**src/rtl/mc_pkg.sv**
```systemverilog
// ============================================================================
// Module : mc_pkg
// Brief  : State, opcode, funct and select encodings for the multi-cycle
//          MIPS controller.
// Rev    : 1.0
// ============================================================================
`default_nettype none

package mc_pkg;

    typedef enum logic [2:0] {
        S_FETCH  = 3'd0,
        S_DECODE = 3'd1,
        S_EXE    = 3'd2,
        S_MEM    = 3'd3,
        S_WB     = 3'd4,
        S_TRAP   = 3'd7
    } state_e;

    typedef enum logic [3:0] {
        CL_R    = 4'd0,
        CL_ADDI = 4'd1,
        CL_ORI  = 4'd2,
        CL_LUI  = 4'd3,
        CL_LW   = 4'd4,
        CL_SW   = 4'd5,
        CL_BEQ  = 4'd6,
        CL_BNE  = 4'd7,
        CL_J    = 4'd8,
        CL_JAL  = 4'd9,
        CL_JR   = 4'd10,
        CL_ILL  = 4'd15
    } iclass_e;

    localparam logic [5:0] OP_R    = 6'b000000;
    localparam logic [5:0] OP_LW   = 6'b100011;
    localparam logic [5:0] OP_SW   = 6'b101011;
    localparam logic [5:0] OP_BEQ  = 6'b000100;
    localparam logic [5:0] OP_BNE  = 6'b000101;
    localparam logic [5:0] OP_ADDI = 6'b001000;
    localparam logic [5:0] OP_ORI  = 6'b001101;
    localparam logic [5:0] OP_LUI  = 6'b001111;
    localparam logic [5:0] OP_J    = 6'b000010;
    localparam logic [5:0] OP_JAL  = 6'b000011;

    localparam logic [5:0] F_ADD = 6'b100000;
    localparam logic [5:0] F_SUB = 6'b100010;
    localparam logic [5:0] F_AND = 6'b100100;
    localparam logic [5:0] F_OR  = 6'b100101;
    localparam logic [5:0] F_SLT = 6'b101010;
    localparam logic [5:0] F_SLL = 6'b000000;
    localparam logic [5:0] F_SRL = 6'b000010;
    localparam logic [5:0] F_JR  = 6'b001000;

    localparam logic [4:0] ALU_ADD = 5'd0;
    localparam logic [4:0] ALU_SUB = 5'd1;
    localparam logic [4:0] ALU_AND = 5'd2;
    localparam logic [4:0] ALU_OR  = 5'd3;
    localparam logic [4:0] ALU_SLT = 5'd4;
    localparam logic [4:0] ALU_SLL = 5'd5;
    localparam logic [4:0] ALU_SRL = 5'd6;
    localparam logic [4:0] ALU_LUI = 5'd7;

    localparam logic [1:0] NPC_PC4 = 2'b00;
    localparam logic [1:0] NPC_BR  = 2'b01;
    localparam logic [1:0] NPC_J   = 2'b10;
    localparam logic [1:0] NPC_RS  = 2'b11;

    localparam logic [1:0] RD_RT  = 2'b00;
    localparam logic [1:0] RD_RD  = 2'b01;
    localparam logic [1:0] RD_R31 = 2'b10;

    localparam logic [1:0] WD_ALU = 2'b00;
    localparam logic [1:0] WD_DM  = 2'b01;
    localparam logic [1:0] WD_PC  = 2'b10;

    localparam logic [1:0] EXT_ZERO = 2'b00;
    localparam logic [1:0] EXT_SIGN = 2'b01;
    localparam logic [1:0] EXT_HI   = 2'b10;

endpackage

`default_nettype wire

```
**src/rtl/mc_ctrl_if.sv**
```systemverilog
// ============================================================================
// Module : mc_ctrl_if
// Brief  : Controller <-> datapath signal bundle.
// Rev    : 1.0
// ============================================================================
`default_nettype none

interface mc_ctrl_if;
    logic [5:0]  op;
    logic [5:0]  funct;
    logic        zero;
    logic        dm_rdy;
    logic        PCWr;
    logic        IRWr;
    logic        RFWr;
    logic        DMWr;
    logic [1:0]  NPCOp;
    logic [1:0]  RegDst;
    logic [1:0]  WDSel;
    logic        BSel;
    logic        Shift;
    logic [1:0]  ExtOp;
    logic [4:0]  ALUOp;
    logic [2:0]  state;
    logic        illegal;
    logic [31:0] instret;

    modport master (
        input  op, funct, zero, dm_rdy,
        output PCWr, IRWr, RFWr, DMWr, NPCOp, RegDst, WDSel,
               BSel, Shift, ExtOp, ALUOp, state, illegal, instret
    );

    modport slave (
        output op, funct, zero, dm_rdy,
        input  PCWr, IRWr, RFWr, DMWr, NPCOp, RegDst, WDSel,
               BSel, Shift, ExtOp, ALUOp, state, illegal, instret
    );
endinterface

`default_nettype wire

```
**src/rtl/mc_decode.sv**
```systemverilog
// ============================================================================
// Module : mc_decode
// Brief  : Combinational op/funct decode into instruction class and ALUOp.
// Rev    : 1.0
// ============================================================================
`default_nettype none

module mc_decode
    import mc_pkg::*;
(
    input  logic [5:0] op_i,
    input  logic [5:0] funct_i,
    output iclass_e    cls_o,
    output logic [4:0] alu_op_o,
    output logic       shift_o,
    output logic       legal_o
);

    always_comb begin
        cls_o    = CL_ILL;
        alu_op_o = ALU_ADD;
        shift_o  = 1'b0;
        case (op_i)
            OP_R: begin
                cls_o = CL_R;
                case (funct_i)
                    F_ADD:   alu_op_o = ALU_ADD;
                    F_SUB:   alu_op_o = ALU_SUB;
                    F_AND:   alu_op_o = ALU_AND;
                    F_OR:    alu_op_o = ALU_OR;
                    F_SLT:   alu_op_o = ALU_SLT;
                    F_SLL:   begin alu_op_o = ALU_SLL; shift_o = 1'b1; end
                    F_SRL:   begin alu_op_o = ALU_SRL; shift_o = 1'b1; end
                    F_JR:    cls_o = CL_JR;
                    default: cls_o = CL_ILL;
                endcase
            end
            OP_LW:   cls_o = CL_LW;
            OP_SW:   cls_o = CL_SW;
            OP_ADDI: cls_o = CL_ADDI;
            OP_ORI:  begin cls_o = CL_ORI; alu_op_o = ALU_OR; end
            OP_LUI:  begin cls_o = CL_LUI; alu_op_o = ALU_LUI; end
            OP_BEQ:  begin cls_o = CL_BEQ; alu_op_o = ALU_SUB; end
            OP_BNE:  begin cls_o = CL_BNE; alu_op_o = ALU_SUB; end
            OP_J:    cls_o = CL_J;
            OP_JAL:  cls_o = CL_JAL;
            default: cls_o = CL_ILL;
        endcase
        legal_o = (cls_o != CL_ILL);
    end

endmodule

`default_nettype wire

```
**src/rtl/mc_ctrl.sv**
```systemverilog
// ============================================================================
// Module : mc_ctrl
// Brief  : Multi-cycle FETCH/DECODE/EXE/MEM/WB controller with handshaked DM.
// Rev    : 1.0
// ============================================================================
`default_nettype none

module mc_ctrl
    import mc_pkg::*;
(
    input  logic     clk,
    input  logic     rst,
    mc_ctrl_if.master bus
);

    state_e      state_q, state_d;
    logic        illegal_q, illegal_d;
    logic [31:0] instret_q, instret_d;

    iclass_e     w_cls;
    logic [4:0]  w_alu_op;
    logic        w_shift;
    logic        w_legal;

    logic        w_pc_wr, w_ir_wr, w_rf_wr, w_dm_wr;
    logic [1:0]  w_npc_op, w_reg_dst, w_wd_sel, w_ext_op;
    logic        w_bsel, w_shift_sel;
    logic [4:0]  w_alu_sel;

    mc_decode u_decode (
        .op_i     (bus.op),
        .funct_i  (bus.funct),
        .cls_o    (w_cls),
        .alu_op_o (w_alu_op),
        .shift_o  (w_shift),
        .legal_o  (w_legal)
    );

    always_ff @(posedge clk or negedge rst) begin
        if (!rst) begin
            state_q   <= S_FETCH;
            illegal_q <= 1'b0;
            instret_q <= 32'd0;
        end else begin
            state_q   <= state_d;
            illegal_q <= illegal_d;
            instret_q <= instret_d;
        end
    end

    always_comb begin
        state_d     = state_q;
        illegal_d   = illegal_q;
        w_pc_wr     = 1'b0;
        w_ir_wr     = 1'b0;
        w_rf_wr     = 1'b0;
        w_dm_wr     = 1'b0;
        w_npc_op    = NPC_PC4;
        w_reg_dst   = RD_RT;
        w_wd_sel    = WD_ALU;
        w_ext_op    = EXT_ZERO;
        w_bsel      = 1'b0;
        w_shift_sel = 1'b0;
        w_alu_sel   = ALU_ADD;
        case (state_q)
            S_FETCH: begin
                w_ir_wr = 1'b1;
                w_pc_wr = 1'b1;
                state_d = S_DECODE;
            end
            S_DECODE: begin
                state_d = S_EXE;
                case (w_cls)
                    CL_J: begin
                        w_pc_wr  = 1'b1;
                        w_npc_op = NPC_J;
                        state_d  = S_FETCH;
                    end
                    CL_JAL: begin
                        w_pc_wr   = 1'b1;
                        w_npc_op  = NPC_J;
                        w_rf_wr   = 1'b1;
                        w_reg_dst = RD_R31;
                        w_wd_sel  = WD_PC;
                        state_d   = S_FETCH;
                    end
                    CL_JR: begin
                        w_pc_wr  = 1'b1;
                        w_npc_op = NPC_RS;
                        state_d  = S_FETCH;
                    end
                    default: begin
                        if (!w_legal) begin
                            illegal_d = 1'b1;
                            state_d   = S_TRAP;
                        end
                    end
                endcase
            end
            S_EXE: begin
                w_alu_sel = w_alu_op;
                state_d   = S_WB;
                case (w_cls)
                    CL_R: begin
                        w_shift_sel = w_shift;
                        w_bsel      = w_shift;
                    end
                    CL_ADDI:      begin w_bsel = 1'b1; w_ext_op = EXT_SIGN; end
                    CL_LW, CL_SW: begin
                        w_bsel   = 1'b1;
                        w_ext_op = EXT_SIGN;
                        state_d  = S_MEM;
                    end
                    CL_ORI:       w_bsel = 1'b1;
                    CL_LUI:       begin w_bsel = 1'b1; w_ext_op = EXT_HI; end
                    CL_BEQ: begin
                        w_npc_op = NPC_BR;
                        w_pc_wr  = bus.zero;
                        state_d  = S_FETCH;
                    end
                    CL_BNE: begin
                        w_npc_op = NPC_BR;
                        w_pc_wr  = !bus.zero;
                        state_d  = S_FETCH;
                    end
                    default: state_d = S_WB;
                endcase
            end
            S_MEM: begin
                // Keep the address computation steady while the memory works.
                w_bsel   = 1'b1;
                w_ext_op = EXT_SIGN;
                w_dm_wr  = (w_cls == CL_SW);
                if (bus.dm_rdy) begin
                    state_d = (w_cls == CL_LW) ? S_WB : S_FETCH;
                end
            end
            S_WB: begin
                w_rf_wr = 1'b1;
                state_d = S_FETCH;
                if (w_cls == CL_R) begin
                    w_reg_dst = RD_RD;
                end else if (w_cls == CL_LW) begin
                    w_wd_sel = WD_DM;
                end
            end
            S_TRAP:  state_d = S_TRAP;
            default: state_d = S_FETCH;
        endcase
    end

    always_comb begin
        instret_d = instret_q;
        if ((state_d == S_FETCH) && (state_q != S_FETCH)) begin
            instret_d = instret_q + 32'd1;
        end
    end

    // Reset gates the enables so the FETCH reset state cannot write anything.
    assign bus.PCWr    = w_pc_wr & rst;
    assign bus.IRWr    = w_ir_wr & rst;
    assign bus.RFWr    = w_rf_wr & rst;
    assign bus.DMWr    = w_dm_wr & rst;
    assign bus.NPCOp   = w_npc_op;
    assign bus.RegDst  = w_reg_dst;
    assign bus.WDSel   = w_wd_sel;
    assign bus.BSel    = w_bsel;
    assign bus.Shift   = w_shift_sel;
    assign bus.ExtOp   = w_ext_op;
    assign bus.ALUOp   = w_alu_sel;
    assign bus.state   = state_q;
    assign bus.illegal = illegal_q;
    assign bus.instret = instret_q;

endmodule

`default_nettype wire

```
**src/flat_wrapper.sv**
```systemverilog
// flat-port wrapper written by rule: the top's interface ports become plain ports
module mc_ctrl_flat import mc_pkg::*;
  (clk, rst, bus_op, bus_funct, bus_zero, bus_dm_rdy, bus_PCWr, bus_IRWr, bus_RFWr, bus_DMWr, bus_NPCOp, bus_RegDst, bus_WDSel, bus_BSel, bus_Shift, bus_ExtOp, bus_ALUOp, bus_state, bus_illegal, bus_instret);
  mc_ctrl_if bus_i ();
  input  logic clk;
  input  logic rst;
  input wire logic [$bits(bus_i.op)-1:0] bus_op;
  input wire logic [$bits(bus_i.funct)-1:0] bus_funct;
  input wire logic [$bits(bus_i.zero)-1:0] bus_zero;
  input wire logic [$bits(bus_i.dm_rdy)-1:0] bus_dm_rdy;
  output wire logic [$bits(bus_i.PCWr)-1:0] bus_PCWr;
  output wire logic [$bits(bus_i.IRWr)-1:0] bus_IRWr;
  output wire logic [$bits(bus_i.RFWr)-1:0] bus_RFWr;
  output wire logic [$bits(bus_i.DMWr)-1:0] bus_DMWr;
  output wire logic [$bits(bus_i.NPCOp)-1:0] bus_NPCOp;
  output wire logic [$bits(bus_i.RegDst)-1:0] bus_RegDst;
  output wire logic [$bits(bus_i.WDSel)-1:0] bus_WDSel;
  output wire logic [$bits(bus_i.BSel)-1:0] bus_BSel;
  output wire logic [$bits(bus_i.Shift)-1:0] bus_Shift;
  output wire logic [$bits(bus_i.ExtOp)-1:0] bus_ExtOp;
  output wire logic [$bits(bus_i.ALUOp)-1:0] bus_ALUOp;
  output wire logic [$bits(bus_i.state)-1:0] bus_state;
  output wire logic [$bits(bus_i.illegal)-1:0] bus_illegal;
  output wire logic [$bits(bus_i.instret)-1:0] bus_instret;
  assign bus_i.op = bus_op;
  assign bus_i.funct = bus_funct;
  assign bus_i.zero = bus_zero;
  assign bus_i.dm_rdy = bus_dm_rdy;
  assign bus_PCWr = bus_i.PCWr;
  assign bus_IRWr = bus_i.IRWr;
  assign bus_RFWr = bus_i.RFWr;
  assign bus_DMWr = bus_i.DMWr;
  assign bus_NPCOp = bus_i.NPCOp;
  assign bus_RegDst = bus_i.RegDst;
  assign bus_WDSel = bus_i.WDSel;
  assign bus_BSel = bus_i.BSel;
  assign bus_Shift = bus_i.Shift;
  assign bus_ExtOp = bus_i.ExtOp;
  assign bus_ALUOp = bus_i.ALUOp;
  assign bus_state = bus_i.state;
  assign bus_illegal = bus_i.illegal;
  assign bus_instret = bus_i.instret;
  mc_ctrl u_core (.clk(clk), .rst(rst), .bus(bus_i));
endmodule
```
**config.mk**
```make
export PLATFORM = sky130hd
export DESIGN_NAME = mc_ctrl_flat
export DESIGN_NICKNAME = d
export VERILOG_FILES = /design/src/rtl/mc_pkg.sv /design/src/rtl/mc_ctrl_if.sv /design/src/rtl/mc_decode.sv /design/src/rtl/mc_ctrl.sv /design/src/flat_wrapper.sv
export SDC_FILE = /design/constraint.sdc
export NUM_CORES = 1
export LEC_CHECK = 0
export ABC_AREA = 1
export CAP_MARGIN = 15
export CELL_PAD_IN_SITES_DETAIL_PLACEMENT = 2
export CELL_PAD_IN_SITES_GLOBAL_PLACEMENT = 2
export CORE_MARGIN = 2
export CORE_UTILIZATION = 28
export DETAILED_ROUTE_END_ITERATION = 16
export PLACE_DENSITY = 0.86
export SETUP_SLACK_MARGIN = 0.2
export SLEW_MARGIN = 20
export SYNTH_ARGS = -nofsm -noshare
export SYNTH_HDL_FRONTEND = slang
export SYNTH_SLANG_ARGS = --single-unit
```
**constraint.sdc**
```tcl
create_clock -name clk -period 9.4 [get_ports clk]
set_input_delay 2.82 -clock clk [delete_from_list [all_inputs] [get_ports clk]]
set_output_delay 2.82 -clock clk [all_outputs]
set_load 0.01 [all_outputs]
```
==> results <==
- The flow ran to the end, and the final reports show no timing, DRC or antenna violations.
- The top fanout value on the critical path is 6.
- The post-route clock skew is 0.008721 ns.
- The setup-violating endpoint count in the final report is 0.
- After routing the design area is 3659 um^2.
- The worst register-to-register path begins at u_core.bus.state[1].
- The clock reaches the later pin of the worst-skew pair after 0.29 ns.
- The die extent in x is 104.5 um.
- The count of warnings emitted by yosys is 0.
- The maximum cell stage delay along the critical path is 0.57 ns.
- In this run the power spent charging and discharging nets is 74.90 uW.
- The clock drives 36 sinks.
- The share of total power dissipated in the clock network is 37.7%.
- Of the total power, the share spent switching nets is 25.90%.
- The leakage power is 1.710 nW.
- The layout filler cell count is 1199.
- The most used flip-flop cell after synthesis is sky130_fd_sc_hd__dfrtp_1.
- On the final layout, the worst hold slack is 0.4692 ns.
- The critical path required time is 6.58 ns.
- The wire length of the first global-routing pass is 18.20 mm.
- The category of the worst setup path capture point is a primary output.
- The overflow left after global routing is 0.
- Max-cap violations in this run came to 0.
- The via count is 3137.
- The destination of the worst register-to-register timing path is u_core.bus.instret[15].
- After detailed routing, the number of vias per cell comes to 4.979.
- The initial utilization of the core area, before any placement, comes to 28.94%.
- For this run, design rule violations remaining after detail routing come to 0.
- The critical path contains buffers and inverters numbering 2 combined.
- Clock-pin slew was measured on the worst setup and hold paths at 0.07 ns.
- In the layout the commonest cells are sky130_fd_sc_hd__nand2_1, sky130_fd_sc_hd__clkdlybuf4s50_1, sky130_fd_sc_hd__nand3_1.
- Routability-driven placement finished with a final weighted congestion of 0.8302.
- The overall global routing resource usage is 20.29%.
- The floorplan step defined a core boundary enclosing 9774 um^2.
- The count of buffers added on input and output ports is 68.
- The antenna diode count is 0.
- The number of H-tree branching levels is 2.
- The remaining antenna violation count is 0.
- At the pin with the least slew margin, the transition time is 0.8920 ns.
- The combinational cell fraction of total power is 8.8%.
- The root buffer cell chosen for the clock tree is sky130_fd_sc_hd__clkbuf_8.
- For this design, the slowest cell found on the critical path is sky130_fd_sc_hd__clkdlybuf4s50_1.
- The number of buffers created by CTS is 5.
- Yosys mapped a number of flops with a built-in enable equal to 0.
- Synthesis instantiated 29 different standard cells from the library.
- The total I/O pin count is 71.
- Traced cell by cell, the critical path runs through clkdlybuf4s50_1 -> nor2_1 -> nand2_1 -> nor2_4 -> nand2_1 -> nor2_2 -> nand3_1 -> and3_1 -> or2_2 -> nor2_1 -> clkdlybuf4s50_1.
- Hold repair after CTS inserted 0 buffers.
- At the placement stage, the worst setup path has a slack of 1.179 ns.
- The post-layout worst setup margin is 1.165 ns.
- The beginning of the worst hold path is u_core.bus.illegal.
- Counting cells, the worst reg-to-reg path comes to 10.
- The number of instances in the synthesized netlist is 433.
- The via count of the first global-routing pass is 3492.
- The highest achievable clock rate is 121.4 MHz.
- The count of cells along the worst hold path is 2.
- The max-slew violation total from the final report is 0.
- The first routing iteration left 107 violations.
- In this run the cell area of the synthesized design comes to 2829 um^2.
- The path class of the tightest hold or removal check is flop to flop.
- The smallest clock period supported by the final layout is computed as 8.235 ns.
- The CTS tree is done.
- The number of iterations in the first detailed-routing pass is 4.
- Leaving out fill and tap cells, the most frequent cell in the layout is sky130_fd_sc_hd__nand2_1.
- In this run the tightest slew margin relative to its limit is 40.53%.
- From bottom edge to top edge, the die measures 104.5 um.
- In this run, flip-flops and latches consume 53.5% of the power.
- Internal power comes to 214.3 uW.
- The sort of element at the start of the critical path is an input pin.
- The layout cell share with drive strength beyond 1 is 4.628%.
- The sequential element share of the synthesized area is 31.84%.
- After detailed placement, the total cell area comes to 3581 um^2.
- The number of failing hold endpoints at the final stage came to 0.
- The die covers 10920 um^2.
- The summed negative setup slack over all endpoints is 0 ns.
- Post-CTS repair changed the size of 0 cells.
- Setup repair after global routing left no endpoint under its margin.
- The number of buffers inserted to repair setup after CTS is 0.
- The synthesized area divided by synthesized cell count is 6.533 um^2.
- Of the available clock period, the critical path in the final layout requires 87.61%.
- The net count of the finished layout is 514.
- The path with the worst hold slack has its endpoint at u_core.bus.illegal.
- The total wire length is 10.58 mm.
- The row count is 36.
- The largest voltage drop on the vdd net is 0.00004512 V.
- The initial antenna violation count is 0.
- The flop-to-flop setup slack is 6.70 ns.
- Relative to the synthesized area, the layout overhead comes to 29.32%.
- The maximum number of pins on one net before global-route repair is 40.
- The longest clock path from root to sink contains 2 buffers.
- The cell type group with the largest total delay on the critical path is simple AND/OR/NAND/NOR gates.
- The power per unit of standard cell area is 79.05 nW/um^2.
- After legalization and detailed placement, the total HPWL measured 8.428 mm.
- The critical path is of the input pin to primary output type.
- Data arrives at the worst endpoint at 5.42 ns.
- The register bit total from synthesis is 36.
- In the synthesized netlist the async set-or-reset flop fraction comes to 100.0%.
- After detailed routing, the average wire length per cell comes to 16.79 um.
per-stage QoR:
stage / power (mW) / util, % / instances
floorplan: 0.1693 / - / 434
global placement: 0.1818 / 36.64 / 623
detailed placement: 0.1838 / 36.64 / 623
CTS: 0.2933 / 37.43 / 630
global route: 0.3043 / 37.43 / 630
finish: 0.2892 / 37.43 / 630
registers in the layout, summed over array words and instances, names as in the netlist:
name                cells
u_core.bus.illegal      1
u_core.bus.instret     32
u_core.bus.state        3
cell type report:
type                    instances  area [um^2]  area share (%)
clock buffers                   6        72.57           1.984
multi-input cells             344         1680           45.93
inverters                      42        157.7           4.309
well taps                     133        166.4           4.549
clock inverters                 1        5.005          0.1368
flip-flops and latches         36        900.9           24.62
repair buffers                 68        675.6           18.47
metal layers:
| layer | routed length [um] | up-vias | global-route usage, % |
|---|---|---|---|
| li1 | - | 1511 | - |
| met3 | 273 | 8 | 2.757 |
| met4 | 85 | 0 | 3.861 |
| met2 | 5187 | 45 | 34.41 |
| met5 | 0 | - | 0 |
| met1 | 5033 | 1573 | 27.64 |
power groups by stage:
stage | Combinational (mW) | Sequential [mW] | Clock, mW
floorplan | 0.0114 | 0.158 | 0
global placement | 0.0240 | 0.158 | 0
detailed placement | 0.0260 | 0.158 | 0
CTS | 0.0260 | 0.155 | 0.113
global route | 0.0289 | 0.155 | 0.121
finish | 0.0255 | 0.155 | 0.109
worst min-delay path: stages (launching register included):
cell and delay (ns):
sky130_fd_sc_hd__dfrtp_1 0.35, sky130_fd_sc_hd__inv_1 0.04, sky130_fd_sc_hd__nand2_1 0.05
kinds of logic (layout without fill, tap and decap cells):
kind of cell	Yosys count	after routing	share of synthesized area [%]
compound gates	14	14	2.742
xor+xnor	30	30	9.288
fa+ha+maj	1	1	0.4422
buf+inv	54	117	8.889
flops	36	36	31.84
other cells	1	2	0.1326
simple gates	297	297	46.66
worst max-delay path by stage:
| stage | startpoint | end | slack [ns] | cells past startpoint |
|---|---|---|---|---|
| 6_report | bus_op[1] | bus_RegDst[1] | 1.16 | 11 |
| 5_1_grt | bus_op[1] | bus_RegDst[1] | 0.95 | 11 |
| 4_1_cts | bus_op[1] | bus_RegDst[1] | 1.18 | 11 |
| 3_5_place_dp | bus_op[1] | bus_RegDst[1] | 1.18 | 11 |
| 3_3_place_gp | bus_op[3] | bus_RegDst[1] | 1.36 | 11 |
| 2_1_floorplan | bus_op[5] | bus_WDSel[1] | 2.29 | 10 |
Yosys cell counts, types with 2 or more instances:
cell | n | area share [%]
sky130_fd_sc_hd__xnor2_1 | 11 | 3.4
sky130_fd_sc_hd__inv_2 | 3 | 0.40
sky130_fd_sc_hd__nand3b_1 | 2 | 0.53
sky130_fd_sc_hd__nor2_1 | 49 | 6.5
sky130_fd_sc_hd__nor4_1 | 8 | 1.8
sky130_fd_sc_hd__o21ai_0 | 5 | 0.88
sky130_fd_sc_hd__nor2_2 | 2 | 0.44
sky130_fd_sc_hd__nand4_1 | 4 | 0.88
sky130_fd_sc_hd__a21oi_1 | 6 | 1.1
sky130_fd_sc_hd__buf_6 | 3 | 1.2
sky130_fd_sc_hd__buf_2 | 3 | 0.53
sky130_fd_sc_hd__buf_4 | 6 | 1.6
sky130_fd_sc_hd__nand3_1 | 61 | 11
sky130_fd_sc_hd__nor3_1 | 18 | 3.2
sky130_fd_sc_hd__nand3_2 | 3 | 1.1
sky130_fd_sc_hd__inv_1 | 39 | 5.2
sky130_fd_sc_hd__nand2_1 | 142 | 19
sky130_fd_sc_hd__xor2_1 | 19 | 5.9
sky130_fd_sc_hd__dfrtp_1 | 36 | 32
sky130_fd_sc_hd__nor2_4 | 4 | 1.6
Note: power is estimated with default switching activity, not from simulation.
